**src/rtl/mem_access_unit_if.sv**
```systemverilog
// Request/response and data-memory signals of the MEM-stage load/store unit.
// master = pipeline + memory side, slave = mem_access_unit.
interface mem_access_unit_if #(
  parameter int unsigned bit_width = 32
);
  logic                 req_valid;
  logic                 req_ready;
  logic                 req_we;
  logic [1:0]           req_size;
  logic                 req_signed;
  logic [bit_width-1:0] req_addr;
  logic [bit_width-1:0] req_wdata;
  logic                 resp_valid;
  logic [bit_width-1:0] resp_rdata;
  logic                 resp_err;
  logic [bit_width-1:0] dm_addr;
  logic [bit_width-1:0] dm_data_in;
  logic                 dm_wr;
  logic [bit_width-1:0] dm_data_out;

  modport master (
    output req_valid, req_we, req_size, req_signed, req_addr, req_wdata, dm_data_out,
    input  req_ready, resp_valid, resp_rdata, resp_err, dm_addr, dm_data_in, dm_wr
  );

  modport slave (
    input  req_valid, req_we, req_size, req_signed, req_addr, req_wdata, dm_data_out,
    output req_ready, resp_valid, resp_rdata, resp_err, dm_addr, dm_data_in, dm_wr
  );
endinterface

```
**src/rtl/mem_access_unit.sv**
```systemverilog
// Load/store front end for a word-addressed synchronous-read data memory:
// sub-word read-modify-write stores, extended sub-word loads, misalignment errors.
module mem_access_unit #(
  parameter int unsigned bit_width  = 32,
  parameter int unsigned addr_width = 10
) (
  input  logic                   clk,
  input  logic                   rst,
  mem_access_unit_if.slave       bus
);

  typedef enum logic [2:0] {
    IDLE      = 3'd0,
    ISSUE     = 3'd1,
    LOAD_RESP = 3'd2,
    RMW_MERGE = 3'd3,
    RMW_WRITE = 3'd4,
    ERR       = 3'd5
  } state_t;

  state_t               state;
  logic                 r_we;
  logic [1:0]           r_size;
  logic                 r_signed;
  logic [1:0]           r_lane;
  logic [15:0]          r_wdata;

  logic                 req_ready_q;
  logic                 resp_valid_q;
  logic                 resp_err_q;
  logic [bit_width-1:0] dm_addr_q;
  logic [bit_width-1:0] dm_data_in_q;
  logic                 dm_wr_q;

  logic                 misaligned;
  logic [bit_width-1:0] merged;
  logic [bit_width-1:0] load_ext;
  logic [7:0]           byte_sel;
  logic [15:0]          half_sel;
  logic                 unused_addr_bits;

  assign misaligned = ((bus.req_size == 2'b01) && bus.req_addr[0]) ||
                      (bus.req_size[1] && (bus.req_addr[1:0] != 2'b00));

  // Read word with only the addressed byte/half lane replaced by store data.
  always_comb begin
    merged = bus.dm_data_out;
    if (r_size == 2'b00)
      merged[{r_lane, 3'b000} +: 8] = r_wdata[7:0];
    else
      merged[{r_lane[1], 4'b0000} +: 16] = r_wdata;
  end

  // Lane selection and sign/zero extension of load data.
  always_comb begin
    byte_sel = bus.dm_data_out[{r_lane, 3'b000} +: 8];
    half_sel = bus.dm_data_out[{r_lane[1], 4'b0000} +: 16];
    case (r_size)
      2'b00:   load_ext = r_signed ? {{(bit_width-8){byte_sel[7]}}, byte_sel}
                                   : bit_width'(byte_sel);
      2'b01:   load_ext = r_signed ? {{(bit_width-16){half_sel[15]}}, half_sel}
                                   : bit_width'(half_sel);
      default: load_ext = bus.dm_data_out;
    endcase
  end

  always_ff @(posedge clk or negedge rst) begin
    if (!rst) begin
      state        <= IDLE;
      r_we         <= 1'b0;
      r_size       <= 2'b00;
      r_signed     <= 1'b0;
      r_lane       <= 2'b00;
      r_wdata      <= 16'h0;
      req_ready_q  <= 1'b1;
      resp_valid_q <= 1'b0;
      resp_err_q   <= 1'b0;
      dm_addr_q    <= '0;
      dm_data_in_q <= '0;
      dm_wr_q      <= 1'b0;
    end else begin
      dm_wr_q      <= 1'b0;
      resp_valid_q <= 1'b0;
      resp_err_q   <= 1'b0;
      case (state)
        IDLE: begin
          if (bus.req_valid) begin
            r_we        <= bus.req_we;
            r_size      <= bus.req_size;
            r_signed    <= bus.req_signed;
            r_lane      <= bus.req_addr[1:0];
            r_wdata     <= bus.req_wdata[15:0];
            req_ready_q <= 1'b0;
            if (misaligned) begin
              state        <= ERR;
              resp_valid_q <= 1'b1;
              resp_err_q   <= 1'b1;
            end else begin
              state     <= ISSUE;
              dm_addr_q <= bit_width'(bus.req_addr[addr_width+1:2]);
              // Full-word store needs no read: write and respond in the next cycle.
              if (bus.req_we && bus.req_size[1]) begin
                dm_wr_q      <= 1'b1;
                dm_data_in_q <= bus.req_wdata;
                resp_valid_q <= 1'b1;
              end
            end
          end
        end
        ISSUE: begin
          if (r_we && r_size[1]) begin
            state       <= IDLE;
            req_ready_q <= 1'b1;
          end else if (r_we) begin
            state <= RMW_MERGE;
          end else begin
            state        <= LOAD_RESP;
            resp_valid_q <= 1'b1;
          end
        end
        RMW_MERGE: begin
          state        <= RMW_WRITE;
          dm_data_in_q <= merged;
          dm_wr_q      <= 1'b1;
          resp_valid_q <= 1'b1;
        end
        default: begin
          state       <= IDLE;
          req_ready_q <= 1'b1;
        end
      endcase
    end
  end

  assign bus.req_ready  = req_ready_q;
  assign bus.resp_valid = resp_valid_q;
  assign bus.resp_err   = resp_err_q;
  assign bus.resp_rdata = (state == LOAD_RESP) ? load_ext : '0;
  assign bus.dm_addr    = dm_addr_q;
  assign bus.dm_data_in = dm_data_in_q;
  assign bus.dm_wr      = dm_wr_q;

  assign unused_addr_bits = ^bus.req_addr[bit_width-1:addr_width+2];

endmodule

```
**src/flat_wrapper.sv**
```systemverilog
// flat-port wrapper written by rule: the top's interface ports become plain ports
module mem_access_unit_flat 
#(
  parameter int unsigned bit_width  = 32,
  parameter int unsigned addr_width = 10
)
  (clk, rst, bus_req_valid, bus_req_we, bus_req_size, bus_req_signed, bus_req_addr, bus_req_wdata, bus_dm_data_out, bus_req_ready, bus_resp_valid, bus_resp_rdata, bus_resp_err, bus_dm_addr, bus_dm_data_in, bus_dm_wr);
  mem_access_unit_if #(.bit_width(bit_width)) bus_i ();
  input  logic clk;
  input  logic rst;
  input wire logic [$bits(bus_i.req_valid)-1:0] bus_req_valid;
  input wire logic [$bits(bus_i.req_we)-1:0] bus_req_we;
  input wire logic [$bits(bus_i.req_size)-1:0] bus_req_size;
  input wire logic [$bits(bus_i.req_signed)-1:0] bus_req_signed;
  input wire logic [$bits(bus_i.req_addr)-1:0] bus_req_addr;
  input wire logic [$bits(bus_i.req_wdata)-1:0] bus_req_wdata;
  input wire logic [$bits(bus_i.dm_data_out)-1:0] bus_dm_data_out;
  output wire logic [$bits(bus_i.req_ready)-1:0] bus_req_ready;
  output wire logic [$bits(bus_i.resp_valid)-1:0] bus_resp_valid;
  output wire logic [$bits(bus_i.resp_rdata)-1:0] bus_resp_rdata;
  output wire logic [$bits(bus_i.resp_err)-1:0] bus_resp_err;
  output wire logic [$bits(bus_i.dm_addr)-1:0] bus_dm_addr;
  output wire logic [$bits(bus_i.dm_data_in)-1:0] bus_dm_data_in;
  output wire logic [$bits(bus_i.dm_wr)-1:0] bus_dm_wr;
  assign bus_i.req_valid = bus_req_valid;
  assign bus_i.req_we = bus_req_we;
  assign bus_i.req_size = bus_req_size;
  assign bus_i.req_signed = bus_req_signed;
  assign bus_i.req_addr = bus_req_addr;
  assign bus_i.req_wdata = bus_req_wdata;
  assign bus_i.dm_data_out = bus_dm_data_out;
  assign bus_req_ready = bus_i.req_ready;
  assign bus_resp_valid = bus_i.resp_valid;
  assign bus_resp_rdata = bus_i.resp_rdata;
  assign bus_resp_err = bus_i.resp_err;
  assign bus_dm_addr = bus_i.dm_addr;
  assign bus_dm_data_in = bus_i.dm_data_in;
  assign bus_dm_wr = bus_i.dm_wr;
  mem_access_unit #(.bit_width(bit_width), .addr_width(addr_width)) u_core (.clk(clk), .rst(rst), .bus(bus_i));
endmodule
```
**config.mk**
```make
export PLATFORM = sky130hd
export DESIGN_NAME = mem_access_unit_flat
export DESIGN_NICKNAME = d
export VERILOG_FILES = /design/src/rtl/mem_access_unit_if.sv /design/src/rtl/mem_access_unit.sv /design/src/flat_wrapper.sv
export SDC_FILE = /design/constraint.sdc
export NUM_CORES = 1
export LEC_CHECK = 0
export ABC_AREA = 1
export BUFFER_PORTS_ARGS = -buffer_cell sky130_fd_sc_hd__clkbuf_2
export CORE_MARGIN = 1
export CORE_UTILIZATION = 45
export DETAILED_ROUTE_END_ITERATION = 16
export GPL_TIMING_DRIVEN = 0
export MAX_ROUTING_LAYER = met4
export PLACE_DENSITY = 0.82
export SETUP_SLACK_MARGIN = 0.4
export SYNTH_ARGS = -nofsm -noshare
export SYNTH_HDL_FRONTEND = slang
export SYNTH_SLANG_ARGS = --single-unit
```
**constraint.sdc**
```tcl
create_clock -name clk -period 2.35 [get_ports clk]
set_input_delay 0.3525 -clock clk [delete_from_list [all_inputs] [get_ports clk]]
set_output_delay 0.3525 -clock clk [all_outputs]
set_load 0.03 [all_outputs]
```
Yosys cells after proc, flatten, opt, wreduce, memory -nomap -nowiden
Cells that the tools add are included.
W data, S select, Z words.
{"block": "word_totals", "register_bits": 71, "input_bits": 103}
{"block": "classes", "addsub": 2, "eq_ne": 9, "shifts": 6, "n_mux": 31, "n_bitwise": 2, "n_reduce_logical": 13}
{"cell": "$mux W32", "count": 7}
{"cell": "$pmux W32 S2", "count": 2}
{"cell": "$bwmux W32", "count": 2}
{"cell": "$shift A16 B7 Y32 const A", "count": 1}
{"cell": "$shift A8 B7 Y32 const A", "count": 1}
{"cell": "$shiftx A16 B7 Y32", "count": 1}
{"cell": "$shiftx A32 B6 Y16", "count": 1}
{"cell": "$shiftx A32 B6 Y8", "count": 1}
{"cell": "$shiftx A8 B7 Y32", "count": 1}
{"cell": "$neg A5 Y7", "count": 2}
{"cell": "$mux W1", "count": 13}
{"cell": "$mux W3", "count": 3}
{"cell": "$pmux W3 S3", "count": 1}
{"cell": "$eq A3 B2 Y1 const B", "count": 2}
{"cell": "$pmux W1 S3", "count": 2}
{"cell": "$reduce_and A3 Y1", "count": 2}
{"cell": "$eq A2 B1 Y1 const B", "count": 2}
{"cell": "$logic_and A1 B1 Y1", "count": 4}
{"cell": "$ne A2 B1 Y1 const B", "count": 2}
{"cell": "$ne A2 B2 Y1 const B", "count": 2}
{"cell": "$reduce_and A4 Y1", "count": 1}
{"cell": "$reduce_bool A2 Y1", "count": 2}
{"cell": "$eq A3 B1 Y1 const B", "count": 1}
{"cell": "$logic_not A3 Y1", "count": 1}
{"cell": "5 further kinds", "count": 6}

Logic depth before layout (Yosys ltp)
{"block": "logic_depth", "word_depth": 6, "depth_mapped": 13, "depth_no_buf": 11}

Worst setup path before layout
No wires, ideal clock.
{"block": "synth_timing", "kind": "register to output", "startpoint": "register u_core.r_size[1]", "endpoint": "output port bus_resp_rdata[7]", "arrival_ns": 1.747, "required_time_ns": 1.997, "slack_ns": 0.250, "stages_incl_launch_ff": 5, "path_buffers": 2, "cell_sequence": "dfrtp_1 > clkbuf_1 > clkbuf_1 > nand2_1 > a21boi_0"}
{"block": "synth_between", "elab_chain_cells": 3}
{"item": "start: declaration", "line_no": "mem_access_unit.sv:23", "source": "logic [1:0] r_size;"}
{"item": "start signal: assignment", "line_no": "mem_access_unit.sv:89", "source": "r_size <= bus.req_size;"}
{"item": "$eq A2 B1 Y1 or $logic_not A2 Y1 (tied branches)", "line_no": "mem_access_unit.sv:58", "source": "case (r_size)"}
{"item": "$pmux W32 S2 (*)", "line_no": "mem_access_unit.sv:58"}
{"item": "$mux W32 (*)", "line_no": "mem_access_unit.sv:138", "source": "assign bus.resp_rdata = (state == LOAD_RESP) ? load_ext : '0;"}
{"item": "end: declaration", "line_no": "flat_wrapper.sv:20", "source": "output wire logic [$bits(bus_i.resp_rdata)-1:0] bus_resp_rdata;"}
Mark *: on every way between the ends. The rest lies on a longest branch, timed or not.

Worst setup path after layout
{"block": "layout_timing", "startpoint": "register u_core.r_lane[1]", "endpoint": "output port bus_resp_rdata[21]"}
{"block": "layout_between", "elab_chain_cells": 4}
{"item": "start: declaration", "line_no": "mem_access_unit.sv:25", "source": "logic [1:0] r_lane;"}
{"item": "start signal: assignment", "line_no": "mem_access_unit.sv:91", "source": "r_lane <= bus.req_addr[1:0];"}
{"item": "$shiftx A32 B6 Y16 or $shiftx A32 B6 Y8 (tied branches)", "line_no": "mem_access_unit.sv:57, mem_access_unit.sv:56"}
{"item": "$mux W32, on equally long branches", "line_no": "mem_access_unit.sv:61, mem_access_unit.sv:59"}
{"item": "$pmux W32 S2 (*)", "line_no": "mem_access_unit.sv:58"}
{"item": "$mux W32 (*)", "line_no": "mem_access_unit.sv:138"}
Marks and branches as above.

==> flow_metrics.tcl <==
set metrics [dict create \
    drive_gt1_share_pct 33.9 \
    synth_ff_type "dfrtp_1" \
    grt_pass1_wl_um 30400 \
    cpMostUsedCell "nand2_2" \
    critPathKind "flop to primary output" \
    status "completed" \
    r2r_start "u_core.r_lane[0]$_DFFE_PN0P_" \
    yosysMostFrequentCell "nand2_1" \
    clkSinkCount 71 \
    start_util_pct 46.1 \
    p_leak_nw 4.24 \
    drtIter0Drc 676 \
    n_antenna_cell 0 \
    period_share_pct 97.6 \
    max_stage_delay_ns 0.45 \
    dieHeight_um 110 \
    dpl.cell_count 1161 \
    synth-compound-area-share_pct 12.4 \
    avgSynthCellArea_um2 6.30 \
    slew_headroom_pct 65.7 \
    ant_nets 0 \
    antenna_found_initial 0 \
    synth_area_mm2 0.00527 \
    min_from "bus_req_addr[11]" \
    hpwlAfterDp_um 14100 \
    fin_ws_ns 0.0564 \
    synth.largest_area_cell "dfrtp_1" \
    cts_tree "built" \
    grt_max_degree 61 \
    syn_inst 836 \
    finalClockSkew_ns 0.0118 \
    area_growth_pct 47.7 \
    cp_top_family "simple AND/OR/NAND/NOR gates" \
    p_per_area_mw_per_mm2 1340 \
    reg2reg_to "u_core.bus.dm_data_in[16]$_DFFE_PN0P_" \
    worst_pin_slew_ns 0.515 \
    ys_seq_elements 71 \
    critPathSlowestCell "dfrtp_2" \
    r2r_cells 11 \
    cts_buffer_depth 2 \
    crit_required_ns 2.00 \
    async_flop_share_pct 100 \
    synthAdderAreaFrac_pct 1.19 \
    core_area_mm2 0.0114 \
    rsz0062_at_grt "true" \
    die_w_um 110 \
    yosysWarningCount 0 \
    synth_edf_count 0 \
    grt.total_usage_pct 34.9 \
    clockRootBuffer "clkbuf_16" \
    hp-class "primary input to flop" \
    wl_per_cell_um 17.3 \
    synth_area_leaders "dfrtp_1 (33%), nand2_1 (26%), nand3_1 (7.0%)" \
    fin_cells 1214 \
    final_nets 1175 \
    grt_pass1_vias 5988 \
    dpl_worst_slack_ns -0.0856 \
    synth_top_family_by_area "simple AND/OR/NAND/NOR gates" \
    hold_violations 0 \
    place_congestion 0.962 \
    crit_arrival_ns 1.94 \
    ir_drop_v 0.000748 \
    crit_fanout 5 \
    critPathBufInv 3 \
    synth-simple-area-share_pct 40.7 \
    htreeDepth 3 \
    place_area_mm2 0.00636 \
    stdcell_area_mm2 0.00778 \
    synth_top_area_share_pct 33.3 \
    drv_cap 0 \
    r2r_slack_ns 0.27 \
    synthMuxAreaShare_pct 0 \
    clk_latency_ns 0.35 \
    max_freq_mhz 436 \
    path_cells "inv_4 -> nand2_1 -> nand2_2 -> nand2_2 -> nand2_2 -> nand2_4 -> nand3_4 -> nand2_8 -> buf_16 -> nor2_4 -> buf_8" \
    yosysSeqAreaShare_pct 33.8 \
    final_max_slew_viol_count 0 \
    tns_ns 0 \
    grt_overflow 0 \
    crit_path_end_kind "primary output" \
    ys_types 30 \
    finalCriticalPeriod_ns 2.29 \
    viasPerCell 5.52 \
    finalSetupViolCount 0 \
    drt-total-wl_um 21000 \
    min_to "u_core.bus.dm_addr[9]$_DFFE_PN0P_" \
    io_buffer_count 160 \
    num_vias 6697 \
    dieArea_mm2 0.0121 \
    drc 0 \
    dr.pass1.iters 6 \
    synthTopCellsByCount "nand2_1 (369), nand3_1 (74), dfrtp_1 (70)" \
    start_kind "flop" \
    boundaryPins 203 \
    clk_pin_slew_ns 0.06 \
    rows 39 \
    synth_xor_area_share_pct 0 \
    hold-path-cell-count 3 \
    numCtsBuffers 9 \
]
where the power goes:
part           switching, mW  total [mW]  internal [mW]
Sequential             0.422        2.21           1.78
Clock                  0.526        1.45          0.924
Combinational           4.37        6.80           2.43
worst max path at each step:
stage                                            start                                    end  slack (ns)  cells past startpoint
after CTS                 u_core.r_size[1]$_DFFE_PN0P_                     bus_resp_rdata[20]        0.17                     11
after global placement    u_core.r_lane[1]$_DFFE_PN0P_  u_core.bus.dm_data_in[11]$_DFFE_PN0P_       -0.06                     13
after floorplan           u_core.r_lane[0]$_DFFE_PN0P_   u_core.bus.dm_data_in[8]$_DFFE_PN0P_        0.43                     13
after detailed placement  u_core.r_lane[1]$_DFFE_PN0P_  u_core.bus.dm_data_in[10]$_DFFE_PN0P_       -0.09                     13
final                     u_core.r_lane[1]$_DFFE_PN0P_                     bus_resp_rdata[21]        0.06                     11
after global routing      u_core.r_lane[1]$_DFFE_PN0P_                     bus_resp_rdata[21]       0.009                     11
worst register-to-register path, delay by kind of cell (launching register included):
family                   cells  cell delay, ns
buffers and inverters        4            0.78
flip-flops                   1            0.46
AND/OR/NAND/NOR              5            0.43
adder cells (fa/ha/maj)      1            0.19
AO/OA/AOI/OAI                1            0.08
through the flow:
step | total power [mW] | hold slack (ns) | utilization, %
detailed placement | 7.32 | 0.241 | 55.7
global placement | 7.24 | 0.455 | 55.4
CTS | 9.83 | 0.199 | 65.8
global route | 11.1 | 0.208 | 68.1
finish | 10.5 | 0.204 | 68.1
floorplan | 5.86 | 0.0569 | -
state kept, by name (all words and copies together), names as in the netlist:
| register | flops |
|---|---|
| u_core.bus.resp_valid | 1 |
| u_core.bus.req_ready | 1 |
| u_core.r_lane | 2 |
| u_core.r_we | 1 |
| u_core.bus.dm_wr | 1 |
| u_core.bus.dm_data_in | 32 |
| u_core.bus.resp_err | 1 |
| u_core.r_size | 2 |
| u_core.state | 3 |
| u_core.r_wdata | 16 |
| u_core.r_signed | 1 |
| u_core.bus.dm_addr | 10 |
what timing repair did:
action	4_1_cts	5_1_grt
hold buffers	1	0
buffers inserted	25	9
pin swaps	17	18
resized for setup	152	89
hold endpoints to repair	11	0
cloned	3	0
setup endpoints to repair	64	64
cells in the final DEF (no fill, tap or decap), types with 3 or more instances in the layout:
master and instances:
buf_12 4, inv_2 13, clkinvlp_4 4, nor2_4 18
buf_6 13, buf_2 13, o21ai_0 46, o21ai_2 4
nand3_1 70, a21oi_1 33, clkbuf_4 6, inv_1 45
clkbuf_2 130, o211ai_1 25, conb_1 22, nand2_1 344
nor2_1 18, nand4_1 9, nor2_2 11, nor3_4 3
inv_4 4, nand2_4 6, clkbuf_1 11, buf_8 21
buf_4 52, nand3_2 3, ha_1 4, clkbuf_8 6
dfrtp_1 67, buf_1 5, nand2_2 23, dfrtp_2 3
clkbuf_16 12
layout make-up:
| type | count | area, um^2 |
|---|---|---|
| Fill cell | 1000 | 3640 |
| Multi-Input combinational cell | 654 | 3270 |
| Sequential cell | 71 | 1780 |
| Timing Repair Buffer | 199 | 1480 |
| Buffer | 67 | 494 |
| Inverter | 65 | 262 |
| Clock buffer | 10 | 229 |
| Tap cell | 143 | 179 |
| Clock inverter | 5 | 83.8 |
logic make-up after synthesis:
kind of cell / after synthesis
buffers and inverters: 132
AO/OA/AOI/OAI: 116
flip-flops: 71
AND/OR/NAND/NOR: 511
adder cells (fa/ha/maj): 5
other: 1
metal layers:
layer | vias to the layer above | GRT usage [%] | wire [um]
li1 | 3086 | - | -
met1 | 3048 | 42.3 | 8070
met2 | 441 | 53.3 | 9260
met3 | 122 | 6.58 | 2140
met4 | 0 | 22.8 | 1480
met5 | - | - | 0
No activity file was read; power rests on OpenSTA's default activity.
